**src/rtl/keccak_pkg.sv**
```systemverilog
// Shared types, constants and lookup helpers for the Keccak padding/absorb front-end.
package keccak_pkg;

  localparam int LANE_W = 64;
  localparam logic [7:0] DOMAIN_SHA3  = 8'h06;
  localparam logic [7:0] DOMAIN_SHAKE = 8'h1F;

  typedef enum logic [2:0] {
    CM_SHA3_224 = 3'd0,
    CM_SHA3_256 = 3'd1,
    CM_SHA3_384 = 3'd2,
    CM_SHA3_512 = 3'd3,
    CM_SHAKE128 = 3'd4,
    CM_SHAKE256 = 3'd5
  } cmode_e;

  typedef enum logic [1:0] {
    ST_IDLE   = 2'd0,
    ST_ABSORB = 2'd1,
    ST_PAD    = 2'd2,
    ST_DRAIN  = 2'd3
  } pad_state_e;

  typedef struct packed {
    logic [LANE_W-1:0] lane;
    logic [4:0]        idx;
    logic              block_last;
    logic              msg_last;
  } lane_rec_t;

  function automatic logic [4:0] RATE_LANES(input cmode_e cm);
    case (cm)
      CM_SHA3_224: return 5'd18;
      CM_SHA3_256: return 5'd17;
      CM_SHA3_384: return 5'd13;
      CM_SHA3_512: return 5'd9;
      CM_SHAKE128: return 5'd21;
      CM_SHAKE256: return 5'd17;
      default:     return 5'd17;
    endcase
  endfunction

  function automatic logic [7:0] DOMAIN_BYTE(input cmode_e cm);
    return (cm == CM_SHAKE128 || cm == CM_SHAKE256) ? DOMAIN_SHAKE : DOMAIN_SHA3;
  endfunction

  function automatic logic cmode_is_valid(input logic [2:0] cm);
    return cm <= 3'd5;
  endfunction

endpackage

```
**src/rtl/keccak_lane_fifo.sv**
```systemverilog
// First-word-fall-through lane FIFO; head record reads as zero while empty.
module keccak_lane_fifo
  import keccak_pkg::*;
#(
  parameter int DEPTH = 4
) (
  input  logic      clk_i,
  input  logic      reset_ni,
  input  logic      push_i,
  input  lane_rec_t wdata_i,
  input  logic      pop_i,
  output lane_rec_t rdata_o,
  output logic      full_o,
  output logic      empty_o
);

  localparam int AW = $clog2(DEPTH);
  localparam logic [AW:0] FULL_CNT = (AW+1)'(DEPTH);

  lane_rec_t     r_mem [DEPTH];
  logic [AW-1:0] r_wr_ptr;
  logic [AW-1:0] r_rd_ptr;
  logic [AW:0]   r_count;
  logic          w_push;
  logic          w_pop;

  assign empty_o = (r_count == '0);
  assign full_o  = (r_count == FULL_CNT);
  assign w_pop   = pop_i && !empty_o;
  // A pop in the same cycle frees the slot, so a full FIFO still takes the push.
  assign w_push  = push_i && (!full_o || w_pop);
  assign rdata_o = empty_o ? '0 : r_mem[r_rd_ptr];

  always_ff @(posedge clk_i) begin
    if (w_push) begin
      r_mem[r_wr_ptr] <= wdata_i;
    end
  end

  always_ff @(posedge clk_i) begin
    if (!reset_ni) begin
      r_wr_ptr <= '0;
      r_rd_ptr <= '0;
      r_count  <= '0;
    end else begin
      if (w_push) begin
        r_wr_ptr <= r_wr_ptr + 1'b1;
      end
      if (w_pop) begin
        r_rd_ptr <= r_rd_ptr + 1'b1;
      end
      case ({w_push, w_pop})
        2'b10:   r_count <= r_count + 1'b1;
        2'b01:   r_count <= r_count - 1'b1;
        default: r_count <= r_count;
      endcase
    end
  end

endmodule

```
**src/rtl/keccak_pad_absorber.sv**
```systemverilog
// Packs message words into 64-bit lanes, applies domain byte and pad10*1, emits rate lanes per block.
// Optional KECCAK_PAD_STATS_EN adds msg_bytes_o / blk_cnt_o statistics outputs.
module keccak_pad_absorber
  import keccak_pkg::*;
#(
  parameter int DIN_W     = 32,
  parameter int OUT_DEPTH = 4,
  localparam int BCW      = $clog2(DIN_W / 8) + 1
) (
  input  logic             clk_i,
  input  logic             reset_ni,
  input  logic [2:0]       cmode_i,
  input  logic             start_i,
  input  logic [DIN_W-1:0] din_i,
  input  logic             din_valid_i,
  input  logic             din_last_i,
  input  logic [BCW-1:0]   din_bytes_i,
  output logic             din_ready_o,
  output logic [63:0]      lane_o,
  output logic [4:0]       lane_idx_o,
  output logic             block_last_o,
  output logic             msg_last_o,
  output logic             lane_valid_o,
  input  logic             lane_ready_i,
  output logic             busy_o,
  output logic             err_o
`ifdef KECCAK_PAD_STATS_EN
  ,
  output logic [31:0]      msg_bytes_o,
  output logic [15:0]      blk_cnt_o
`endif
);

  localparam int WB = DIN_W / 8;
  localparam logic [LANE_W-1:0] PAD_MSB = {8'h80, 56'h0};

  pad_state_e        r_state;
  pad_state_e        w_state_next;
  cmode_e            r_mode;
  logic [LANE_W-1:0] r_lane;
  logic [LANE_W-1:0] w_lane_next;
  logic [2:0]        r_off;
  logic [2:0]        w_off_next;
  logic [4:0]        r_idx;
  logic [4:0]        w_idx_next;
  logic [4:0]        w_idx_wrap;
  logic [4:0]        w_rate;
  logic              r_err;
  logic              w_err_next;
  logic              w_start_ok;
  logic [7:0]        w_dom;
  logic [BCW-1:0]    w_bytes_clamped;
  logic [3:0]        w_nb;
  logic [3:0]        w_new_off;
  logic [DIN_W-1:0]  w_word_masked;
  logic [LANE_W-1:0] w_combined;
  logic [LANE_W-1:0] w_dom_ins;
  logic [LANE_W-1:0] w_pad_bit;
  logic              w_last_lane;
  logic              w_full;
  logic              w_empty;
  logic              w_pop;
  logic              w_can_push;
  logic              w_accept;
  logic              w_push;
  lane_rec_t         w_push_rec;
  lane_rec_t         w_head;

  assign w_rate      = RATE_LANES(r_mode);
  assign w_dom       = DOMAIN_BYTE(r_mode);
  assign w_last_lane = (r_idx == w_rate - 5'd1);
  assign w_idx_wrap  = w_last_lane ? 5'd0 : r_idx + 5'd1;
  assign w_pad_bit   = w_last_lane ? PAD_MSB : '0;

  assign w_pop      = lane_ready_i && !w_empty;
  assign w_can_push = !w_full || w_pop;
  assign w_accept   = (r_state == ST_ABSORB) && din_valid_i && w_can_push;

  assign w_bytes_clamped = (din_bytes_i > BCW'(WB)) ? BCW'(WB) : din_bytes_i;
  assign w_nb            = din_last_i ? 4'(w_bytes_clamped) : 4'(WB);

  for (genvar gi = 0; gi < WB; gi++) begin : g_byte_mask
    assign w_word_masked[8*gi +: 8] = (4'(gi) < w_nb) ? din_i[8*gi +: 8] : 8'h00;
  end

  assign w_combined = r_lane | (LANE_W'(w_word_masked) << {r_off, 3'b000});
  assign w_new_off  = {1'b0, r_off} + w_nb;
  assign w_dom_ins  = LANE_W'(w_dom) << {w_new_off[2:0], 3'b000};

  // msg_last marks every lane pushed from the last word onward that lies in the final block.
  always_comb begin
    w_state_next = r_state;
    w_lane_next  = r_lane;
    w_off_next   = r_off;
    w_idx_next   = r_idx;
    w_err_next   = 1'b0;
    w_start_ok   = 1'b0;
    w_push       = 1'b0;
    w_push_rec   = '0;
    case (r_state)
      ST_IDLE: begin
        if (start_i) begin
          if (cmode_is_valid(cmode_i)) begin
            w_start_ok   = 1'b1;
            w_state_next = ST_ABSORB;
            w_lane_next  = '0;
            w_off_next   = 3'd0;
            w_idx_next   = 5'd0;
          end else begin
            w_err_next = 1'b1;
          end
        end
      end
      ST_ABSORB: begin
        if (w_accept) begin
          w_push_rec.idx        = r_idx;
          w_push_rec.block_last = w_last_lane;
          if (!din_last_i) begin
            if (w_new_off[3]) begin
              w_push             = 1'b1;
              w_push_rec.lane    = w_combined;
              w_push_rec.msg_last = 1'b0;
              w_lane_next        = '0;
              w_off_next         = 3'd0;
              w_idx_next         = w_idx_wrap;
            end else begin
              w_lane_next = w_combined;
              w_off_next  = w_new_off[2:0];
            end
          end else if (!w_new_off[3]) begin
            w_push              = 1'b1;
            w_push_rec.lane     = w_combined | w_dom_ins | w_pad_bit;
            w_push_rec.msg_last = 1'b1;
            w_lane_next         = '0;
            w_off_next          = 3'd0;
            w_idx_next          = w_idx_wrap;
            w_state_next        = w_last_lane ? ST_DRAIN : ST_PAD;
          end else begin
            // Lane filled exactly; the domain byte opens the next lane (possibly a new block).
            w_push              = 1'b1;
            w_push_rec.lane     = w_combined;
            w_push_rec.msg_last = !w_last_lane;
            w_lane_next         = LANE_W'(w_dom);
            w_off_next          = 3'd0;
            w_idx_next          = w_idx_wrap;
            w_state_next        = ST_PAD;
          end
        end
      end
      ST_PAD: begin
        if (w_can_push) begin
          w_push                = 1'b1;
          w_push_rec.lane       = r_lane | w_pad_bit;
          w_push_rec.idx        = r_idx;
          w_push_rec.block_last = w_last_lane;
          w_push_rec.msg_last   = 1'b1;
          w_lane_next           = '0;
          w_idx_next            = w_idx_wrap;
          if (w_last_lane) begin
            w_state_next = ST_DRAIN;
          end
        end
      end
      ST_DRAIN: begin
        if (w_empty) begin
          w_state_next = ST_IDLE;
        end
      end
      default: w_state_next = ST_IDLE;
    endcase
  end

  always_ff @(posedge clk_i) begin
    if (!reset_ni) begin
      r_state <= ST_IDLE;
      r_mode  <= CM_SHA3_224;
      r_lane  <= '0;
      r_off   <= 3'd0;
      r_idx   <= 5'd0;
      r_err   <= 1'b0;
    end else begin
      r_state <= w_state_next;
      r_lane  <= w_lane_next;
      r_off   <= w_off_next;
      r_idx   <= w_idx_next;
      r_err   <= w_err_next;
      if (w_start_ok) begin
        r_mode <= cmode_e'(cmode_i);
      end
    end
  end

  keccak_lane_fifo #(
    .DEPTH (OUT_DEPTH)
  ) u_fifo (
    .clk_i    (clk_i),
    .reset_ni (reset_ni),
    .push_i   (w_push),
    .wdata_i  (w_push_rec),
    .pop_i    (lane_ready_i),
    .rdata_o  (w_head),
    .full_o   (w_full),
    .empty_o  (w_empty)
  );

  assign din_ready_o  = (r_state == ST_ABSORB) && w_can_push;
  assign lane_o       = w_head.lane;
  assign lane_idx_o   = w_head.idx;
  assign block_last_o = w_head.block_last;
  assign msg_last_o   = w_head.msg_last;
  assign lane_valid_o = !w_empty;
  assign busy_o       = (r_state != ST_IDLE) || !w_empty;
  assign err_o        = r_err;

`ifdef KECCAK_PAD_STATS_EN
  logic [31:0] r_msg_bytes;
  logic [15:0] r_blk_cnt;
  logic [32:0] w_bytes_sum;

  assign w_bytes_sum = {1'b0, r_msg_bytes} + 33'(w_nb);

  always_ff @(posedge clk_i) begin
    if (!reset_ni) begin
      r_msg_bytes <= '0;
      r_blk_cnt   <= '0;
    end else if (w_start_ok) begin
      r_msg_bytes <= '0;
      r_blk_cnt   <= '0;
    end else begin
      if (w_accept) begin
        r_msg_bytes <= w_bytes_sum[32] ? 32'hFFFF_FFFF : w_bytes_sum[31:0];
      end
      if (w_push && w_push_rec.block_last) begin
        r_blk_cnt <= r_blk_cnt + 16'd1;
      end
    end
  end

  assign msg_bytes_o = r_msg_bytes;
  assign blk_cnt_o   = r_blk_cnt;
`endif

endmodule

```
**config.mk**
```make
export PLATFORM = sky130hd
export DESIGN_NAME = keccak_pad_absorber
export DESIGN_NICKNAME = d
export VERILOG_FILES = /design/src/rtl/keccak_pkg.sv /design/src/rtl/keccak_lane_fifo.sv /design/src/rtl/keccak_pad_absorber.sv
export SDC_FILE = /design/constraint.sdc
export NUM_CORES = 1
export LEC_CHECK = 0
export ABC_AREA = 0
export BUFFER_PORTS_ARGS = -buffer_cell sky130_fd_sc_hd__buf_4
export CELL_PAD_IN_SITES_DETAIL_PLACEMENT = 2
export CELL_PAD_IN_SITES_GLOBAL_PLACEMENT = 2
export CORE_MARGIN = 5
export CORE_UTILIZATION = 30
export DETAILED_ROUTE_END_ITERATION = 10
export PLACE_DENSITY_LB_ADDON = 0.1
export SLEW_MARGIN = 15
export SYNTH_ARGS = -nofsm -noshare
export SYNTH_HDL_FRONTEND = slang
export SYNTH_SLANG_ARGS = --single-unit
```
**constraint.sdc**
```tcl
create_clock -name clk_i -period 10.1 [get_ports clk_i]
set_input_delay 2.02 -clock clk_i [delete_from_list [all_inputs] [get_ports clk_i]]
set_output_delay 2.02 -clock clk_i [all_outputs]
set_load 0.1 [all_outputs]
```
Word level (Yosys, flattened, before mapping)
Memory sizes are Yosys's and may differ from the RTL's. A register that Yosys moved wholly into a read port is not among the register bits. Cells that the tools add are included.

Bits in registers: 85. RAM bits: 284. Input port bits: 44. Logic and storage cells: 135. Memories kept: 1.

Add/subtract/negate cells: 7. Magnitude comparators: 6. Equality and inequality tests: 19. Shifts and indexed selects: 2. Mux-type cells: 64. Bitwise logic cells: 4. Reductions and logical operators: 23.

Memories: u_fifo.r_mem (words 4, width 71, rd ports 1, clocked after Yosys merged registers in 1, write ports 1, RTL line keccak_lane_fifo.sv:20) `lane_rec_t r_mem [DEPTH];`.

Operators by type and width (number): $mux W64 (10); $or A64 B64 Y64 (4); $mux W71 (3); $pmux W64 S3 (1); $pmux W71 S2 (1); $shl A32 B6 Y64 (1); $shl A5 B6 Y64 (1); $mux W5 (9); $mux W8 (4); $mux W3 (7); $pmux W5 S4 (1); $mux W2 (9); $pmux W5 S3 (1); $mux W1 (14); $ne A2 B2 Y1 const B (6); $pmux W3 S2 (2); $eq A3 B3 Y1 const B (3); $pmux W2 S4 (1); $reduce_and A7 Y1 (1); $eq A2 B2 Y1 const B (3); $eq A3 B2 Y1 const B (2); $logic_not A3 Y1 (2); $lt A1 B3 Y1 const A (2); $lt A2 B3 Y1 const A (2); other kinds (23) (35).

Logic depth before layout (Yosys ltp)
Gate-level depths: netlist of run 1.

Word-level depth: 13. Gate-level depth with buffers: 18. Mapped depth without buffers: 15.

Cells and area by module
From an unflattened synthesis of run 1, not the netlist that was laid out.

Cells, all modules: 1291. Area, all modules: 17194.0 um2.

By module, submodules not included: keccak_lane_fifo (times used 1, cells each 504, area an instance 11431.0 um2, seq. area each 8708.4 um2); keccak_pad_absorber (times used 1, cells each 787, area an instance 5763.0 um2, seq. area each 1561.5 um2).

Worst setup path before layout of run 1
No wires, ideal clock.

Kind: in2reg. Start: in din_last_i. End: mem u_fifo.r_mem[0][0] (netlist name) (enable). Arrival: 5.872 ns. Path slack: 3.791 ns. Stages on the path: 13. Path buffers: 6. Cells stage by stage: buf_4 -> nor2b_1 -> buf_2 -> inv_2 -> buf_2 -> buf_1 -> ha_1 -> a211oi_1 -> or2_1 -> buf_2 -> a21oi_1 -> clkbuf_1 -> and2_1.

Longest elaborated chain between the ends: 9.

Ends and longest elaborated chain: start, declared (RTL line keccak_pad_absorber.sv:16) `input logic din_last_i,`; $mux W3 (RTL line keccak_pad_absorber.sv:80) `assign w_nb = din_last_i ? 4'(w_bytes_clamped) : 4'(WB);`; $add A3 B3 Y4 (RTL line keccak_pad_absorber.sv:87) `assign w_new_off = {1'b0, r_off} + w_nb;`; $mux W1 (RTL line keccak_pad_absorber.sv:119) `if (w_new_off[3]) begin`; $mux W1 * (RTL line keccak_pad_absorber.sv:118) `if (!din_last_i) begin`; $mux W1 * (RTL line keccak_pad_absorber.sv:115) `if (w_accept) begin`; $pmux W1 S2 * (RTL line keccak_pad_absorber.sv:100) `case (r_state)`; $logic_and A1 B1 Y1 * (RTL line keccak_lane_fifo.sv:31) `assign w_push = push_i && (!full_o || w_pop);`; $mux W1 * (RTL line keccak_lane_fifo.sv:35) `if (w_push) begin`; $mux W1 (implied by the code) * (RTL line keccak_lane_fifo.sv:36) `r_mem[r_wr_ptr] <= wdata_i;`; end, declared (RTL line keccak_lane_fifo.sv:20).

Mark *: on every way between the ends. The rest lies on a longest branch, timed or not.

Worst setup path in the final report of run 1
Start: in din_last_i. End: reg u_fifo.r_count[2].

Longest elaborated chain between the ends: 9. Elaborated cells between the ends (all ways): 11. Those cells by class: add/sub: 1; eq/ne: 2; mux: 6; reduce/logical: 2.

Ends and longest elaborated chain: $mux W3 (RTL line keccak_pad_absorber.sv:80); $add A3 B3 Y4 (RTL line keccak_pad_absorber.sv:87); $mux W1 (RTL line keccak_pad_absorber.sv:119); $mux W1 * (RTL line keccak_pad_absorber.sv:118); $mux W1 * (RTL line keccak_pad_absorber.sv:115); $pmux W1 S2 * (RTL line keccak_pad_absorber.sv:100); $logic_and A1 B1 Y1 * (RTL line keccak_lane_fifo.sv:31); $eq A2 B1 Y1 / $eq A2 B2 Y1 (equally long branches) (RTL line keccak_lane_fifo.sv:52) `case ({w_push, w_pop})`; $pmux W3 S2 / $reduce_bool A2 Y1 (equally long branches); end signal, assigned (RTL line keccak_lane_fifo.sv:53) `2'b10: r_count <= r_count + 1'b1;`; end signal, assigned (RTL line keccak_lane_fifo.sv:54) `2'b01: r_count <= r_count - 1'b1;`; end signal, assigned (RTL line keccak_lane_fifo.sv:55) `default: r_count <= r_count;`; end, declared (RTL line keccak_lane_fifo.sv:23) `logic [AW:0] r_count;`.

Marked as above. A chain may end at the register's enable or synchronous reset.

==> flow_metrics.env, run 1 <==
export IMPL_fin_ws_ns=3.968
export IMPL_syn_avg_cell_area_um2=13.00
export IMPL_grt_pass1_wl_um=84800
export IMPL_clkSlewWorstSetupHoldPaths_ns=0.06
export IMPL_hold_class="reg2reg"
export IMPL_slew_headroom=0.2370
export IMPL_yosysUniqueCellTypes=61
export IMPL_final_cells=2179
export IMPL_firstDrtPassIters=5
export IMPL_rows=86
export IMPL_ios=119
export IMPL_synthCells=1292
export IMPL_area_growth_syn_to_layout_pct=18.43
export IMPL_routabilityCongestion=0.8352
export IMPL_viasPerCell=5.226
export IMPL_drc_errors=0
export IMPL_layout_commonest_cell="edfxtp_1"
export IMPL_dieArea_mm2=0.06081
export IMPL_vdd_ir_drop_worst_mv=0.2208
export IMPL_track_usage=0.1880
export IMPL_worst_clock_skew_ns=0.02219
export IMPL_portBuffers=118
export IMPL_fp_dieH_um=246.6
export IMPL_clock_tree_root_cell="clkbuf_16"
export IMPL_htree_levels=2
export IMPL_power_leakage_nw=6.545
export IMPL_coreArea_mm2=0.05531
export IMPL_ys_seq_area_frac=0.6115
export IMPL_sw_frac_of_total=0.3996
export IMPL_clockBufferDepth=3
export IMPL_ys_ff_latch=371
export IMPL_first_global_vias=12588
export IMPL_drive_gt1_frac=0.2197
export IMPL_path_buf_inv=5
export IMPL_holdPathStages=2
export IMPL_startpoint_type="primary input"
export IMPL_utilization=0.3596
export IMPL_clock_sinks=371
export IMPL_grt_setup_unrepaired="no"
export IMPL_fillers=5702
export IMPL_end_kind="flip-flop"
export IMPL_placed_area_mm2=0.01849
export IMPL_stdcell_area_mm2=0.01989
export IMPL_routed_wirelength_um=57060
export IMPL_cap_violations=0
export IMPL_path_delay_family="simple AND/OR/NAND/NOR gates"
export IMPL_ctsHoldBuffers=0
export IMPL_drtIter0Drc=665
export IMPL_syn_area_mm2=0.01679
export IMPL_crit_required_ns=10.59
export IMPL_fmax_mhz=163.1
export IMPL_p_int_mw=3.065
export IMPL_num_vias=11388
export IMPL_yosysWarnings=0
export IMPL_wire_per_inst_um=26.19
export IMPL_cp_arrival_ns=6.62
export IMPL_critPathMaxFanout=28
export IMPL_power_density_mw_per_mm2=256.7
export IMPL_synth_nets=1352
export IMPL_combPwrFrac=0.345
export IMPL_place_ws_ns=3.402
export IMPL_initial_core_util=0.3037
export IMPL_crit_path_top_delay_cell="a211oi_1"
export IMPL_grt_overflow=0
export IMPL_nNetsFinal=1455
export IMPL_finalCritPeriodShare=0.6071
export IMPL_path_cells="buf_4, nor2b_1, inv_2, ha_1, a211oi_1, or2_1, a21oi_1, buf_4, inv_1, ha_1, inv_1, fa_1, xor2_1, or3_1, a21oi_1"
export IMPL_cts_buffers=43
export IMPL_worstSkewPairLatency_ns=0.58
export IMPL_final_cell_mix="284 x edfxtp_1, 140 x buf_4, 126 x nor2_1"
export IMPL_switchingPower_mw=2.041
export IMPL_cts_tree="built"
export IMPL_cts_resized=0
export IMPL_status="finished, final reports clean"
export IMPL_antenna_found_initial=1
export IMPL_synth_main_ff_cell="edfxtp_1"
export IMPL_finalWorstPathRequiredPeriod_ns=6.132
export IMPL_cts_setup_buffers=0
export IMPL_finalHoldViolCount=0
export IMPL_ant_nets=0
export IMPL_cp_depth=15
export IMPL_seqPwrFrac=0.349
export IMPL_crit_type="in2reg"
export IMPL_grt_max_degree=44
export IMPL_async_reset_ff_frac=0
export IMPL_worst_pin_slew_ns=1.132
export IMPL_slew_viol_final=0
export IMPL_clkPwrFrac=0.305
export IMPL_synth_edff_count=284
export IMPL_max_stage_delay_ns=0.73
export IMPL_setup_violations=0
export IMPL_hpwl_um=39130
export IMPL_r2r_cells=14
export IMPL_dp_cells=2098
export IMPL_die_w_um=246.6
export IMPL_tns_ns=0
==> worst register-to-register path, cell delays in order, from the launching register on <==
cell and delay [ns]:
dfxtp_1 0.72, buf_4 0.42, ha_1 0.33, a21o_1 0.19
a211oi_1 0.74, or2_1 0.47, a21oi_1 0.13, buf_4 0.25
inv_1 0.15, ha_1 0.20, inv_1 0.06, fa_1 0.37
xor2_1 0.16, or3_1 0.31, a21oi_1 0.17
==> synthesized netlist by cell type (11+ instances only) <==
library cell | number | area share
a211oi_1 | 12 | 0.0054
a21o_1 | 11 | 0.0049
a21oi_1 | 79 | 0.024
a221oi_1 | 15 | 0.0078
a22oi_1 | 23 | 0.010
a2bb2oi_1 | 17 | 0.0089
a31oi_1 | 14 | 0.0052
a32oi_1 | 12 | 0.0063
and2_1 | 93 | 0.035
buf_1 | 11 | 0.0025
clkbuf_1 | 62 | 0.014
dfxtp_1 | 87 | 0.10
edfxtp_1 | 284 | 0.51
ha_1 | 14 | 0.010
inv_1 | 23 | 0.0051
mux4_2 | 73 | 0.098
nand2_1 | 60 | 0.013
nand3_1 | 45 | 0.013
nor2_1 | 127 | 0.028
nor2b_1 | 12 | 0.0045
nor3_1 | 21 | 0.0063
o21a_1 | 19 | 0.0085
o21ai_0 | 64 | 0.019
==> final cells by class <==
cell class / instances / area [µm²] / share of cell area
flip-flops and latches: 371 / 10280 / 0.5167
diodes: 2 / 5.005 / 0.0002516
multi-input cells: 812 / 6120 / 0.3077
clock buffers: 53 / 1145 / 0.05756
repair buffers: 140 / 1051 / 0.05284
inverters: 27 / 101.3 / 0.005095
well taps: 748 / 935.9 / 0.04705
clock inverters: 26 / 255.2 / 0.01283
==> per-stage QoR <==
stage / hold slack [ns] / total power [mW]
floorplan: 0.4305 / 3.082
global placement: 0.4410 / 3.591
detailed placement: 0.4529 / 3.612
CTS: 0.4686 / 5.195
global route: 0.5037 / 5.347
finish: 0.4656 / 5.106
==> state kept, by name (all words and copies together) (netlist names), named ones only <==
signal and count:
u_fifo.r_wr_ptr 2, r_idx 5, r_state 2, r_lane 64
r_mode 3, u_fifo.r_count 3, r_off 3, err_o 1
u_fifo.r_mem 284, u_fifo.r_rd_ptr 2
==> cell families after synthesis <==
logic type      after synthesis  share of synthesized area
flops                       371                     0.6115
fa+ha+maj                    16                    0.01281
compound gates              308                     0.1235
simple gates                392                     0.1152
buf+inv                     109                    0.02518
xor+xnor                      9                   0.004694
mux                          87                     0.1071
==> layer usage <==
layer | global-route usage | routed length (µm)
met5 | 0 | 0
met2 | 0.3113 | 27380
met3 | 0.03244 | 2105
met4 | 0.05809 | 1694
met1 | 0.2535 | 25880
==> power groups by stage <==
| stage | sequential (mW) | clock [mW] | combinational [mW] |
|---|---|---|---|
| after floorplan | 1.78 | 0 | 1.30 |
| after global placement | 1.82 | 0 | 1.78 |
| after detailed placement | 1.82 | 0 | 1.79 |
| after CTS | 1.79 | 1.61 | 1.80 |
| after global routing | 1.80 | 1.68 | 1.87 |
| final | 1.78 | 1.56 | 1.76 |
==> worst paths after layout <==
| check | start | endpoint | slack [ns] |
|---|---|---|---|
| min | r_lane[56] | r_lane[56] | 0.47 |
| max | din_last_i | u_fifo.r_count[2] | 3.97 |
| min reg2reg | r_lane[56] | r_lane[56] | 0.47 |
| max reg2reg | r_off[1] | u_fifo.r_count[2] | 5.35 |
Note: power is estimated with default switching activity, not from simulation.
==> inputs of run 2 (changes only) <==
==> constraint.sdc (replaced) <==
create_clock -name clk_i -period 5 [get_ports clk_i]
set_input_delay 1 -clock clk_i [delete_from_list [all_inputs] [get_ports clk_i]]
set_output_delay 1 -clock clk_i [all_outputs]
set_load 0.1 [all_outputs]
==> run 2 against run 1 <==
Global-route usage up 0.14 points. Sequential power up 100%. Non-clock buffer count up 23. Largest power group is now combinational cells. Highest routed layer unchanged.
==> flow_metrics.env, run 2 (synthesis results as in run 1) <==
export IMPL_status="finished, final reports clean"
export IMPL_power_density_mw_per_mm2=516.0
export IMPL_vdd_ir_drop_worst_mv=0.4160
export IMPL_slew_headroom=0.2735
export IMPL_grt_overflow=0
export IMPL_layout_commonest_cell="edfxtp_1"
export IMPL_finalHoldViolCount=0
export IMPL_cts_setup_buffers=0
export IMPL_antenna_cells=0
export IMPL_hpwl_um=39570
export IMPL_die_w_um=246.6
export IMPL_wire_per_inst_um=26.21
export IMPL_viasPerCell=5.277
export IMPL_grt_max_degree=56
export IMPL_utilization=0.3644
export IMPL_seqPwrFrac=0.346
export IMPL_dieArea_mm2=0.06081
export IMPL_tns_ns=0
export IMPL_final_cell_mix="284 x edfxtp_1, 155 x buf_4, 126 x nor2_1"
export IMPL_largest_register="u_fifo.r_mem"
export IMPL_track_usage=0.1894
export IMPL_worstSkewPairLatency_ns=0.58
export IMPL_final_cells=2200
export IMPL_grt_setup_unrepaired="no"
export IMPL_first_global_vias=12704
export IMPL_dp_cells=2121
export IMPL_worst_pin_slew_ns=1.078
export IMPL_grt_pass1_wl_um=85760
export IMPL_drc_errors=0
export IMPL_largest_reg_flops=284
export IMPL_cts_tree="built"
export IMPL_worst_clock_skew_ns=0.02620
export IMPL_antenna_found_initial=0
export IMPL_place_ws_ns=0.6101
export IMPL_slew_viol_final=0
export IMPL_cts_resized=0
export IMPL_coreArea_mm2=0.05531
export IMPL_firstDrtPassIters=4
export IMPL_routed_wirelength_um=57660
export IMPL_routabilityCongestion=0.7870
export IMPL_initial_core_util=0.3037
export IMPL_area_growth_syn_to_layout_pct=20.01
export IMPL_end_kind="flip-flop"
export IMPL_placed_area_mm2=0.01876
export IMPL_crit_type="in2reg"
export IMPL_drive_gt1_frac=0.2273
export IMPL_clockBufferDepth=3
export IMPL_hold_class="reg2reg"
export IMPL_clock_tree_root_cell="clkbuf_16"
export IMPL_power_leakage_nw=6.668
export IMPL_ant_nets=0
export IMPL_clkPwrFrac=0.305
export IMPL_whs_ns=0.4686
export IMPL_crit_required_ns=5.30
export IMPL_switchingPower_mw=4.113
export IMPL_cp_arrival_ns=4.17
export IMPL_critPathMaxFanout=10
export IMPL_p_int_mw=6.286
export IMPL_finalCritPeriodShare=0.7735
export IMPL_htree_levels=2
export IMPL_rows=86
export IMPL_fin_ws_ns=1.132
export IMPL_combPwrFrac=0.349
export IMPL_cts_buffers=43
export IMPL_startpoint_type="primary input"
export IMPL_fmax_mhz=258.6
export IMPL_stdcell_area_mm2=0.02016
export IMPL_sw_frac_of_total=0.3955
export IMPL_portBuffers=118
export IMPL_clkSlewWorstSetupHoldPaths_ns=0.06
export IMPL_num_vias=11610
export IMPL_setup_violations=0
export IMPL_fp_dieH_um=246.6
export IMPL_cap_violations=0
export IMPL_nNetsFinal=1478
export IMPL_finalWorstPathRequiredPeriod_ns=3.868
export IMPL_ctsHoldBuffers=0
export IMPL_reg_largest_list="u_fifo.r_mem: 284 flops, r_lane: 64 flops, r_idx: 5 flops"
export IMPL_fillers=5751
export IMPL_power_mw=10.40
export IMPL_drtIter0Drc=832
export IMPL_clock_sinks=371
export IMPL_ios=119
## run 2: changes by cell type in the layout (fill, tap and decap cells not counted), sizes merged
cell    delta
clkbuf     +3
clkinv     -3
bufinv     +1
diode      -2
inv        -1
buf       +23
## run 2: metal layers
metal  share of wire  track usage  up-vias
li1                -            -     5203
met1            0.46       0.2661     6100
met2            0.47       0.3086      230
met3           0.038      0.02821       77
met4           0.025      0.05054        0
met5               0            0        -
## run 2: worst max-delay path: stages
cell and delay (ns):
buf_4 0.14, nor2b_1 0.14, buf_4 0.18, and2_1 0.14
ha_1 0.21, inv_1 0.08, fa_1 0.44, a211oi_1 0.25
mux2i_1 0.15, nor3_1 0.70, nand2_1 0.20, a311oi_1 0.53
## run 2: cell type report
class / count / area [µm²] / area share
Sequential cell: 371 / 10280 / 0.5099
Multi-Input combinational cell: 812 / 6118 / 0.3036
Timing Repair Buffer: 163 / 1324 / 0.06568
Clock buffer: 56 / 1146 / 0.05686
Tap cell: 748 / 935.9 / 0.04643
Clock inverter: 23 / 252.7 / 0.01254
Inverter: 27 / 101.3 / 0.005028
## run 2: path summary, 6_finish.rpt
path                                  from             endpoint  slack [ns]  depth (start not counted)
worst min-delay path             r_lane[7]            r_lane[7]        0.47                          2
worst max register to register    r_off[0]  u_fifo.r_mem[0][31]        1.35                          9
worst max-delay path            din_last_i  u_fifo.r_mem[0][31]        1.13                         12
worst min register to register   r_lane[7]            r_lane[7]        0.47                          2
## run 2: power by group through the flow
stage          Sequential, mW  Clock, mW  Combinational (mW)
6_report                 3.60       3.17                3.63
5_1_grt                  3.62       3.40                3.85
4_1_cts                  3.61       3.27                3.69
3_5_place_dp             3.67          0                3.68
3_3_place_gp             3.66          0                3.66
2_1_floorplan            3.59          0                2.63
